--- config.mk ---
export PLATFORM = sky130hd
export DESIGN_NAME = div_flat
export DESIGN_NICKNAME = d
export VERILOG_FILES = /design/src/rtl/div_if.sv /design/src/rtl/div.sv /design/src/flat_wrapper.sv
export SDC_FILE = /design/constraint.sdc
export NUM_CORES = 1
export LEC_CHECK = 0
export CORE_MARGIN = 4
export CORE_UTILIZATION = 35
export CTS_BUF_LIST = sky130_fd_sc_hd__clkbuf_8
export DETAILED_ROUTE_END_ITERATION = 10
export HOLD_SLACK_MARGIN = 0.1
export SYNTH_ARGS = -nofsm -noshare
export SYNTH_HDL_FRONTEND = slang
export SYNTH_SLANG_ARGS = --single-unit
--- constraint.sdc ---
create_clock -name clk -period 7.1 [get_ports clk]
set_input_delay 1.065 -clock clk [delete_from_list [all_inputs] [get_ports clk]]
set_output_delay 1.065 -clock clk [all_outputs]
set_load 0.02 [all_outputs]
--- src/rtl/div_if.sv ---
// Divider request/result bundle between EX and the divider.
// EX is the master; the divider is the slave.
interface div_if #(
  parameter int WIDTH = 32
);
  logic               div_sign;
  logic [WIDTH-1:0]   opNum1_div;
  logic [WIDTH-1:0]   opNum2_div;
  logic               div_start;
  logic               annul;
  logic [2*WIDTH-1:0] div_res;
  logic               div_finish;

  modport master (
    output div_sign,
    output opNum1_div,
    output opNum2_div,
    output div_start,
    output annul,
    input  div_res,
    input  div_finish
  );

  modport slave (
    input  div_sign,
    input  opNum1_div,
    input  opNum2_div,
    input  div_start,
    input  annul,
    output div_res,
    output div_finish
  );
endinterface

--- src/rtl/div.sv ---
// Radix-2 restoring divider for DIV/DIVU, one quotient bit per cycle.
// Returns {remainder, quotient}; EX holds start until it sees finish.
module div #(
  parameter int WIDTH = 32
) (
  input  logic clk,
  input  logic rst,
  div_if.slave bus
);
  localparam int CW = $clog2(WIDTH + 1);
  localparam logic [CW-1:0] LAST = CW'(WIDTH);

  typedef enum logic [1:0] {
    FREE,
    BYZERO,
    ON,
    END
  } state_t;

  state_t             state;
  logic [CW-1:0]      cnt;
  logic [2*WIDTH:0]   w;
  logic [WIDTH-1:0]   dvsr;
  logic               q_neg;
  logic               r_neg;
  logic [2*WIDTH-1:0] res;
  logic               fin;

  logic [WIDTH-1:0] mag1;
  logic [WIDTH-1:0] mag2;
  logic [WIDTH+1:0] diff;
  logic [WIDTH-1:0] quo;
  logic [WIDTH-1:0] rem;
  logic [WIDTH-1:0] quo_s;
  logic [WIDTH-1:0] rem_s;
  logic             go;
  logic             stop;

  assign go   = bus.div_start && !bus.annul;
  assign stop = bus.annul || !bus.div_start;

  assign mag1 = (bus.div_sign && bus.opNum1_div[WIDTH-1])
              ? -bus.opNum1_div : bus.opNum1_div;
  assign mag2 = (bus.div_sign && bus.opNum2_div[WIDTH-1])
              ? -bus.opNum2_div : bus.opNum2_div;

  // Full 33-bit partial remainder so divisors >= 2^31 still divide exactly.
  assign diff = {1'b0, w[2*WIDTH:WIDTH]} - {2'b0, dvsr};

  assign quo   = w[WIDTH-1:0];
  assign rem   = w[2*WIDTH:WIDTH+1];
  assign quo_s = q_neg ? -quo : quo;
  assign rem_s = r_neg ? -rem : rem;

  always_ff @(posedge clk or posedge rst) begin
    if (rst) begin
      state <= FREE;
      cnt   <= '0;
      w     <= '0;
      dvsr  <= '0;
      q_neg <= 1'b0;
      r_neg <= 1'b0;
      res   <= '0;
      fin   <= 1'b0;
    end else begin
      unique case (state)
        FREE: begin
          res <= '0;
          fin <= 1'b0;
          if (go) begin
            dvsr  <= mag2;
            q_neg <= bus.div_sign &
                     (bus.opNum1_div[WIDTH-1] ^
                      bus.opNum2_div[WIDTH-1]);
            r_neg <= bus.div_sign &
                     bus.opNum1_div[WIDTH-1];
            w     <= {{WIDTH{1'b0}}, mag1, 1'b0};
            cnt   <= '0;
            state <= (mag2 == '0) ? BYZERO : ON;
          end
        end
        BYZERO: begin
          if (stop) begin
            state <= FREE;
          end else begin
            res   <= '0;
            fin   <= 1'b1;
            state <= END;
          end
        end
        ON: begin
          if (stop) begin
            state <= FREE;
          end else if (cnt != LAST) begin
            if (diff[WIDTH+1])
              w <= w << 1;
            else
              w <= {diff[WIDTH-1:0], w[WIDTH-1:0], 1'b1};
            cnt <= cnt + 1'b1;
          end else begin
            res   <= {rem_s, quo_s};
            fin   <= 1'b1;
            state <= END;
          end
        end
        END: begin
          if (!bus.div_start) begin
            res   <= '0;
            fin   <= 1'b0;
            state <= FREE;
          end
        end
        default: state <= FREE;
      endcase
    end
  end

  assign bus.div_res    = res;
  assign bus.div_finish = fin;
endmodule

--- src/flat_wrapper.sv ---
// flat-port wrapper written by rule: the top's interface ports become plain ports
module div_flat 
#(
  parameter int WIDTH = 32
)
  (clk, rst, bus_div_sign, bus_opNum1_div, bus_opNum2_div, bus_div_start, bus_annul, bus_div_res, bus_div_finish);
  div_if #(.WIDTH(WIDTH)) bus_i ();
  input  logic clk;
  input  logic rst;
  input wire logic [$bits(bus_i.div_sign)-1:0] bus_div_sign;
  input wire logic [$bits(bus_i.opNum1_div)-1:0] bus_opNum1_div;
  input wire logic [$bits(bus_i.opNum2_div)-1:0] bus_opNum2_div;
  input wire logic [$bits(bus_i.div_start)-1:0] bus_div_start;
  input wire logic [$bits(bus_i.annul)-1:0] bus_annul;
  output wire logic [$bits(bus_i.div_res)-1:0] bus_div_res;
  output wire logic [$bits(bus_i.div_finish)-1:0] bus_div_finish;
  assign bus_i.div_sign = bus_div_sign;
  assign bus_i.opNum1_div = bus_opNum1_div;
  assign bus_i.opNum2_div = bus_opNum2_div;
  assign bus_i.div_start = bus_div_start;
  assign bus_i.annul = bus_annul;
  assign bus_div_res = bus_i.div_res;
  assign bus_div_finish = bus_i.div_finish;
  div #(.WIDTH(WIDTH)) u_core (.clk(clk), .rst(rst), .bus(bus_i));
endmodule
==> results of run 1 <==
[metrics by stage]
| step | utilization | instance area [um^2] | cells |
|---|---|---|---|
| 4_1_cts | 0.4169 | 13560 | 1934 |
| 6_report | 0.4169 | 13560 | 1934 |
| 3_5_place_dp | 0.4047 | 13170 | 1902 |
| 3_3_place_gp | 0.4047 | 13170 | 1902 |
| 2_1_floorplan | - | 11510 | 1401 |
| 5_1_grt | 0.4169 | 13560 | 1934 |
[report_power, final]
part / total (mW) / switching (mW) / internal, mW
logic: 3.47 / 2.05 / 1.42
clock network: 0.704 / 0.403 / 0.301
registers: 1.80 / 0.445 / 1.35
[path summary, 6_finish.rpt]
path / startpoint / end / cells past startpoint
setup / recovery: bus_opNum2_div[0] / u_core.state[0]$_DFFE_PP0P_ / 12
hold / removal: u_core.bus.div_res[36]$_DFFE_PP0P_ / u_core.bus.div_res[36]$_DFFE_PP0P_ / 2
setup reg to reg: u_core.w[44]$_DFFE_PP0P_ / u_core.w[61]$_DFFE_PP0P_ / 9
hold reg to reg: u_core.bus.div_res[36]$_DFFE_PP0P_ / u_core.bus.div_res[36]$_DFFE_PP0P_ / 2
max in group asynchronous: rst / u_core.bus.div_res[17]$_DFFE_PP0P_ / 3
min in group asynchronous: rst / u_core.bus.div_res[40]$_DFFE_PP0P_ / 2
[synth_stat cells, types with 26 or more instances]
cell	instances	area, um^2
o21ai_0	213	1066
nand2_1	212	795.8
dfrtp_1	172	4304
clkbuf_1	80	300.3
xor2_1	76	665.6
xnor2_1	73	639.4
nor2_1	68	255.2
a21oi_1	65	325.3
inv_1	58	217.7
nand3_1	47	235.2
ha_1	42	525.5
a22oi_1	28	210.2
o31ai_1	26	195.2
[worst max-delay path, stage by stage]
cell	delay [ns]
clkdlybuf4s50_1	0.42
inv_1	0.08
ha_1	0.19
nor4b_1	0.44
nand4b_1	0.41
nor2_2	0.34
nand3_1	0.23
o41ai_1	0.36
xor2_1	0.13
nand3_1	0.09
and4b_1	0.21
a221o_1	0.32
[registers in the layout, indices dropped and copies added, names as in the netlist]
| register | count |
|---|---|
| u_core.state | 2 |
| u_core.r_neg | 1 |
| u_core.w | 65 |
| u_core.cnt | 6 |
| u_core.dvsr | 32 |
| u_core.bus.div_res | 64 |
| u_core.q_neg | 1 |
| u_core.bus.div_finish | 1 |
[cells by family (layout without fill, tap and decap cells)]
family,Yosys count,in the layout
xor+xnor,149,149
mux,13,13
compound gates,429,429
simple gates,453,453
fa+ha+maj,43,43
buf+inv,142,233
flops,172,172
[layout make-up]
cell class,instances,area share
multi-input cells,1087,0.4926
inverters,58,0.01642
clock buffers,18,0.01827
well taps,442,0.04077
clock inverters,14,0.01089
flip-flops and latches,172,0.3173
repair buffers,143,0.1037
[metal layers]
metal | vias up | track usage | part of all wire
li1 | 5110 | - | -
met1 | 4849 | 0.2653 | 0.50
met2 | 223 | 0.2719 | 0.45
met3 | 28 | 0.02729 | 0.037
met4 | 0 | 0.04118 | 0.014
met5 | - | 0 | 0
[layout by cell type (no fill, tap or decap), types with 25 or more instances in the layout]
master,count
a21oi_1,65
a22oi_1,28
clkdlybuf4s50_1,133
dfrtp_1,172
ha_1,42
inv_1,57
nand2_1,211
nand3_1,47
nor2_1,67
nor3_1,25
o21ai_0,213
o31ai_1,26
xnor2_1,73
xor2_1,76
==> parameters.txt, run 1 <==
Parameter                              Value

Status
  Outcome    completed

Detailed routing
  Total wire length after detailed routing    32200 um
  Detail Route Antenna Nets    0
  Number of DRC markers in iteration 0    716
  Average vias per placed instance    5.279
  Per-cell routed wire length    16.65 um
  Via count    10210
  Total DRC errors in the routed layout    0
  Detailed-router iteration count before antenna repair    5

Pwr
  Standby leakage power    approximately 5.6 nW
  Total power density per cell area    440.3 mW/mm^2
  Worst vdd ir    roughly 0.17 mV
  Post-layout total power    5.972 mW

Critical path
  Type of destination of the critical path    flip-flop
  Type of origin of the critical path    input pin
  Data required time at the worst endpoint    roughly 7.5 ns
  Data arrival at the endpoint of the critical path    4.29 ns
  Worst reg2reg setup slack    3.22 ns
  Category of the most critical setup path    input pin to flip-flop
  Maximum fanout along the worst path    7

Yosys
  Post-synthesis area per instance    8.219 um^2
  Post-synth EDFFs    0
  Number of nets in the synthesized netlist    1513
  Post-synthesis cell type count    63
  Parity-gate share of the synthesized area counting xor and xnor cells    0.1133
  Primary FF master, synth    dfrtp_1
  FF+latch count, synth    172
  Adder-Cell Fraction of Synth Area    0.04738
  Simple-gate area share of the yosys netlist    0.1822
  Gate count of the mapped netlist    around 1400
  Area fraction in compound gates after synthesis    0.2248
  Async set-reset flop share out of synthesis    1.000
  Count of warnings emitted by yosys    0
  Fraction of the yosys area taken by sequential cells    0.3738
  Fraction of synthesized area in multiplexers    0.01141
  Cell Area, Synth    0.01151 mm^2
  Dominant combinational cell family by area after synthesis    compound AO/OA/AOI/OAI gates

Global routing
  Number of antenna violations at the first check in global routing    0
  Global-route wire length before repair    52540 um
  Global Route Usage Sum    0.1778
  Maximum number of pins on one net before global-route repair    73
  Vias in the first global route    between 9000 and 10000
  Overflow left after global routing    0

Clocking
  Number of hold buffers added after CTS    0
  Clock transition at path regs    0.10 ns
  Clock Path Buffers    2
  Post-CTS Setup Inserts    0
  Clock buffers created by TritonCTS    17
  CTS tree    yes
  Root Buffer    clkbuf_8
  Worst skew pair latency    0.47 ns
  H-tree level count    4
  Sink count of the clock tree    172
  Count of cells resized by post-cts repair    0

Die
  Core ar.    0.03254 mm^2
  Width of the die    189.4 um
  Total Die Area    0.03586 mm^2
  Num ports    between 100 and 150
  Starting Density    0.3539
  Total number of placement rows    66
  Die boundary height    around 190 um

Timing
  Worst setup slack after layout    3.180 ns
  Final critical-path required period    3.920 ns
  Tightest Pin Transition    approximately 1.1 ns
  Final slew viol count    0
  Fmax    around 260 MHz
  Worst hold slack    0.4809 ns
  Unrepaired setup endpoints after global routing    false
  Post-Route Skew    0.01631 ns
  Slew headroom    0.2832
  Period utilisation layout    0.5521
  Setup TNS after final layout    0 ns
  Number of hold-slack violations in the final timing report    0
  Final setup violation count    0

Flow run
  Max Cap Viol    0

Finish
  Multi-input gate area in the final layout    between 0.006 and 0.007 mm^2
  Area of all sequential standard cells    0.004304 mm^2
  Number of nets at the end of the flow    1591
  Layout cell share with drive strength beyond 1    0.04088
  Antenna Diode Count    0
  Fill cell count    between 3000 and 4000
  Layout-stage area growth over the synthesis result    17.79%

Placed design
  Half-perimeter wire length after placement    24070 um
  Pre-CTS worst setup slack    2.637 ns
  Gp weighted congestion    0.9037
  Number of buffers inserted by port buffering    133

Min path
  Worst min path class    flip-flop to flip-flop
(Power assumes the default switching activity.)
==> run 2: changes to the inputs <==
clock period = 3.3 ns   (was 7.1 ns; I/O delays follow)
==> run 2 against run 1 <==
Effect of this change:
- cell count rose by 5.7%
- clock skew barely moved
- register-to-register slack worse by 3.1 ns
- highest routed layer unchanged
==> parameters.txt, run 2 (synthesis gave the netlist of run 1 again) <==
Parameter                              Value

Status
  Outcome    completed

Die
  Core ar.    0.03254 mm^2 (unchanged)
  Total Die Area    0.03586 mm^2 (unchanged)
  Num ports    134 (unchanged)
  Width of the die    189.4 um (unchanged)
  Die boundary height    189.4 um (unchanged)
  Total number of placement rows    66 (unchanged)
  Starting Density    0.3539 (unchanged)

Critical path
  Type of origin of the critical path    flip-flop
  Type of destination of the critical path    flip-flop
  Category of the most critical setup path    flip-flop to flip-flop
  Data arrival at the endpoint of the critical path    3.54 ns (-0.75 ns)
  Data required time at the worst endpoint    3.65 ns (-3.82 ns)
  Maximum fanout along the worst path    5 (-2)

Clocking
  CTS tree    yes
  Count of cells resized by post-cts repair    0 (unchanged)
  Root Buffer    clkbuf_8
  Clock Path Buffers    2 (unchanged)
  Worst skew pair latency    0.47 ns (about the same)
  Clock buffers created by TritonCTS    17 (unchanged)
  Clock transition at path regs    0.10 ns (about the same)
  Post-CTS Setup Inserts    0 (unchanged)
  Number of hold buffers added after CTS    0 (unchanged)
  Sink count of the clock tree    172 (unchanged)
  H-tree level count    4 (unchanged)

Detailed routing
  Via count    10580 (+3.6%)
  Detailed-router iteration count before antenna repair    5 (unchanged)
  Detail Route Antenna Nets    0 (unchanged)
  Average vias per placed instance    5.172 (-2.0%)
  Per-cell routed wire length    15.90 um (-4.5%)
  Total DRC errors in the routed layout    0 (unchanged)
  Total wire length after detailed routing    32520 um (+0.98%)
  Number of DRC markers in iteration 0    735 (+2.7%)

Timing
  Tightest Pin Transition    1.030 ns (-0.04567 ns)
  Worst hold slack    0.2748 ns (-0.2060 ns)
  Final slew viol count    0 (unchanged)
  Fmax    roughly 310 MHz
  Period utilisation layout    0.9681
  Final critical-path required period    approximately 3.2 ns
  Unrepaired setup endpoints after global routing    false
  Final setup violation count    0 (unchanged)
  Slew headroom    0.3136 (+0.03045)
  Setup TNS after final layout    0 ns (unchanged)
  Number of hold-slack violations in the final timing report    0 (unchanged)
  Post-Route Skew    0.01621 ns (-0.0001006 ns)

Global routing
  Global Route Usage Sum    0.1793 (+0.001502)
  Global-route wire length before repair    53340 um (+1.5%)
  Number of antenna violations at the first check in global routing    1 (+1)
  Overflow left after global routing    0 (unchanged)
  Maximum number of pins on one net before global-route repair    86 (+18%)
  Vias in the first global route    10180 (+4.4%)

Finish
  Post-Layout Inst Area    0.01447 mm^2 (+6.7%)
  Flip-flop count of the largest register, all copies and words added    65 (unchanged)
  Layout-stage area growth over the synthesis result    25.67%
  Leading cell type in the layout, fill and taps excluded    o21ai_0
  Layout cell share with drive strength beyond 1    0.1074 (+0.06648)
  Final Util    0.4447 (+0.02788)
  Most frequent cells in the layout    o21ai_0, nand2_1, dfrtp_1, clkdlybuf4s50_1, buf_4
  Number of nets at the end of the flow    1702 (+7.0%)
  Register with the highest flop count    u_core.w

Placed design
  Post-DP Area    0.01404 mm^2 (+6.6%)
  Half-perimeter wire length after placement    25040 um (+4.0%)
  Number of buffers inserted by port buffering    133 (unchanged)
  Gp weighted congestion    0.9025 (-0.13%)

Flow run
  Max Cap Viol    0 (unchanged)

Min path
  Worst min path class    input pin to asynchronous set/reset pin

Pwr
  Total power density per cell area    933.0 mW/mm^2 (+110%)
  Post-layout total power    13.50 mW (+130%)
  Standby leakage power    6.197 nW (+10%)
  Worst vdd ir    0.3418 mV (+98%)
[run 2: cell type report]
cell class                      count  area (um^2)
Fill cell                        3280        18070
Multi-Input combinational cell   1087         6685
Sequential cell                   172         4304
Timing Repair Buffer              254         2277
Tap cell                          442        553.0
Clock buffer                       18        247.7
Inverter                           58        221.5
Clock inverter                     13        178.9
Antenna cell                        1        2.502
[run 2: where the power goes]
part / switching (mW) / total [mW] / internal [mW]
registers: 0.786 / 3.70 / 2.91
clock network: 0.854 / 1.64 / 0.785
logic: 4.69 / 8.16 / 3.47
total: 6.33 / 13.5 / 7.17
[run 2: worst paths after layout]
path	startpoint	end	slack, ns	cells after the start
max in group asynchronous	rst	u_core.w[19]$_DFFE_PP0P_	2.31	3
worst min register to register	u_core.bus.div_res[36]$_DFFE_PP0P_	u_core.bus.div_res[36]$_DFFE_PP0P_	0.48	2
min in group clk	u_core.bus.div_res[36]$_DFFE_PP0P_	u_core.bus.div_res[36]$_DFFE_PP0P_	0.48	2
worst max-delay path	u_core.dvsr[1]$_DFFE_PP0P_	u_core.w[33]$_DFFE_PP0P_	0.11	11
worst min-delay path	rst	u_core.bus.div_res[39]$_DFFE_PP0P_	0.27	2
worst max register to register	u_core.dvsr[1]$_DFFE_PP0P_	u_core.w[33]$_DFFE_PP0P_	0.11	11
[run 2: metrics by stage]
| stage | instances | setup slack (ns) |
|---|---|---|
| global placement | 2013 | -0.2883 |
| detailed placement | 2013 | -0.2696 |
| CTS | 2044 | 0.1445 |
| floorplan | 1401 | 0.2315 |
| global route | 2045 | 0.002016 |
| finish | 2045 | 0.1054 |
[run 2: worst max-delay path, cell delays in order, from the launching register on]
cell,delay (ns)
dfrtp_1,0.43
inv_1,0.16
ha_1,0.25
nor2b_1,0.14
o2111ai_1,0.29
a31oi_1,0.19
nor2_1,0.26
o41ai_1,0.12
a2111o_1,0.51
buf_4,0.20
o21ai_0,0.38
o21ai_0,0.13
[run 2: per-layer routing]
layer,vias up,GRT usage,part of all wire
met5,-,0,0
met4,0,0.05815,0.021
met3,38,0.03060,0.045
met2,213,0.2671,0.43
met1,4982,0.2646,0.50
li1,5343,-,-
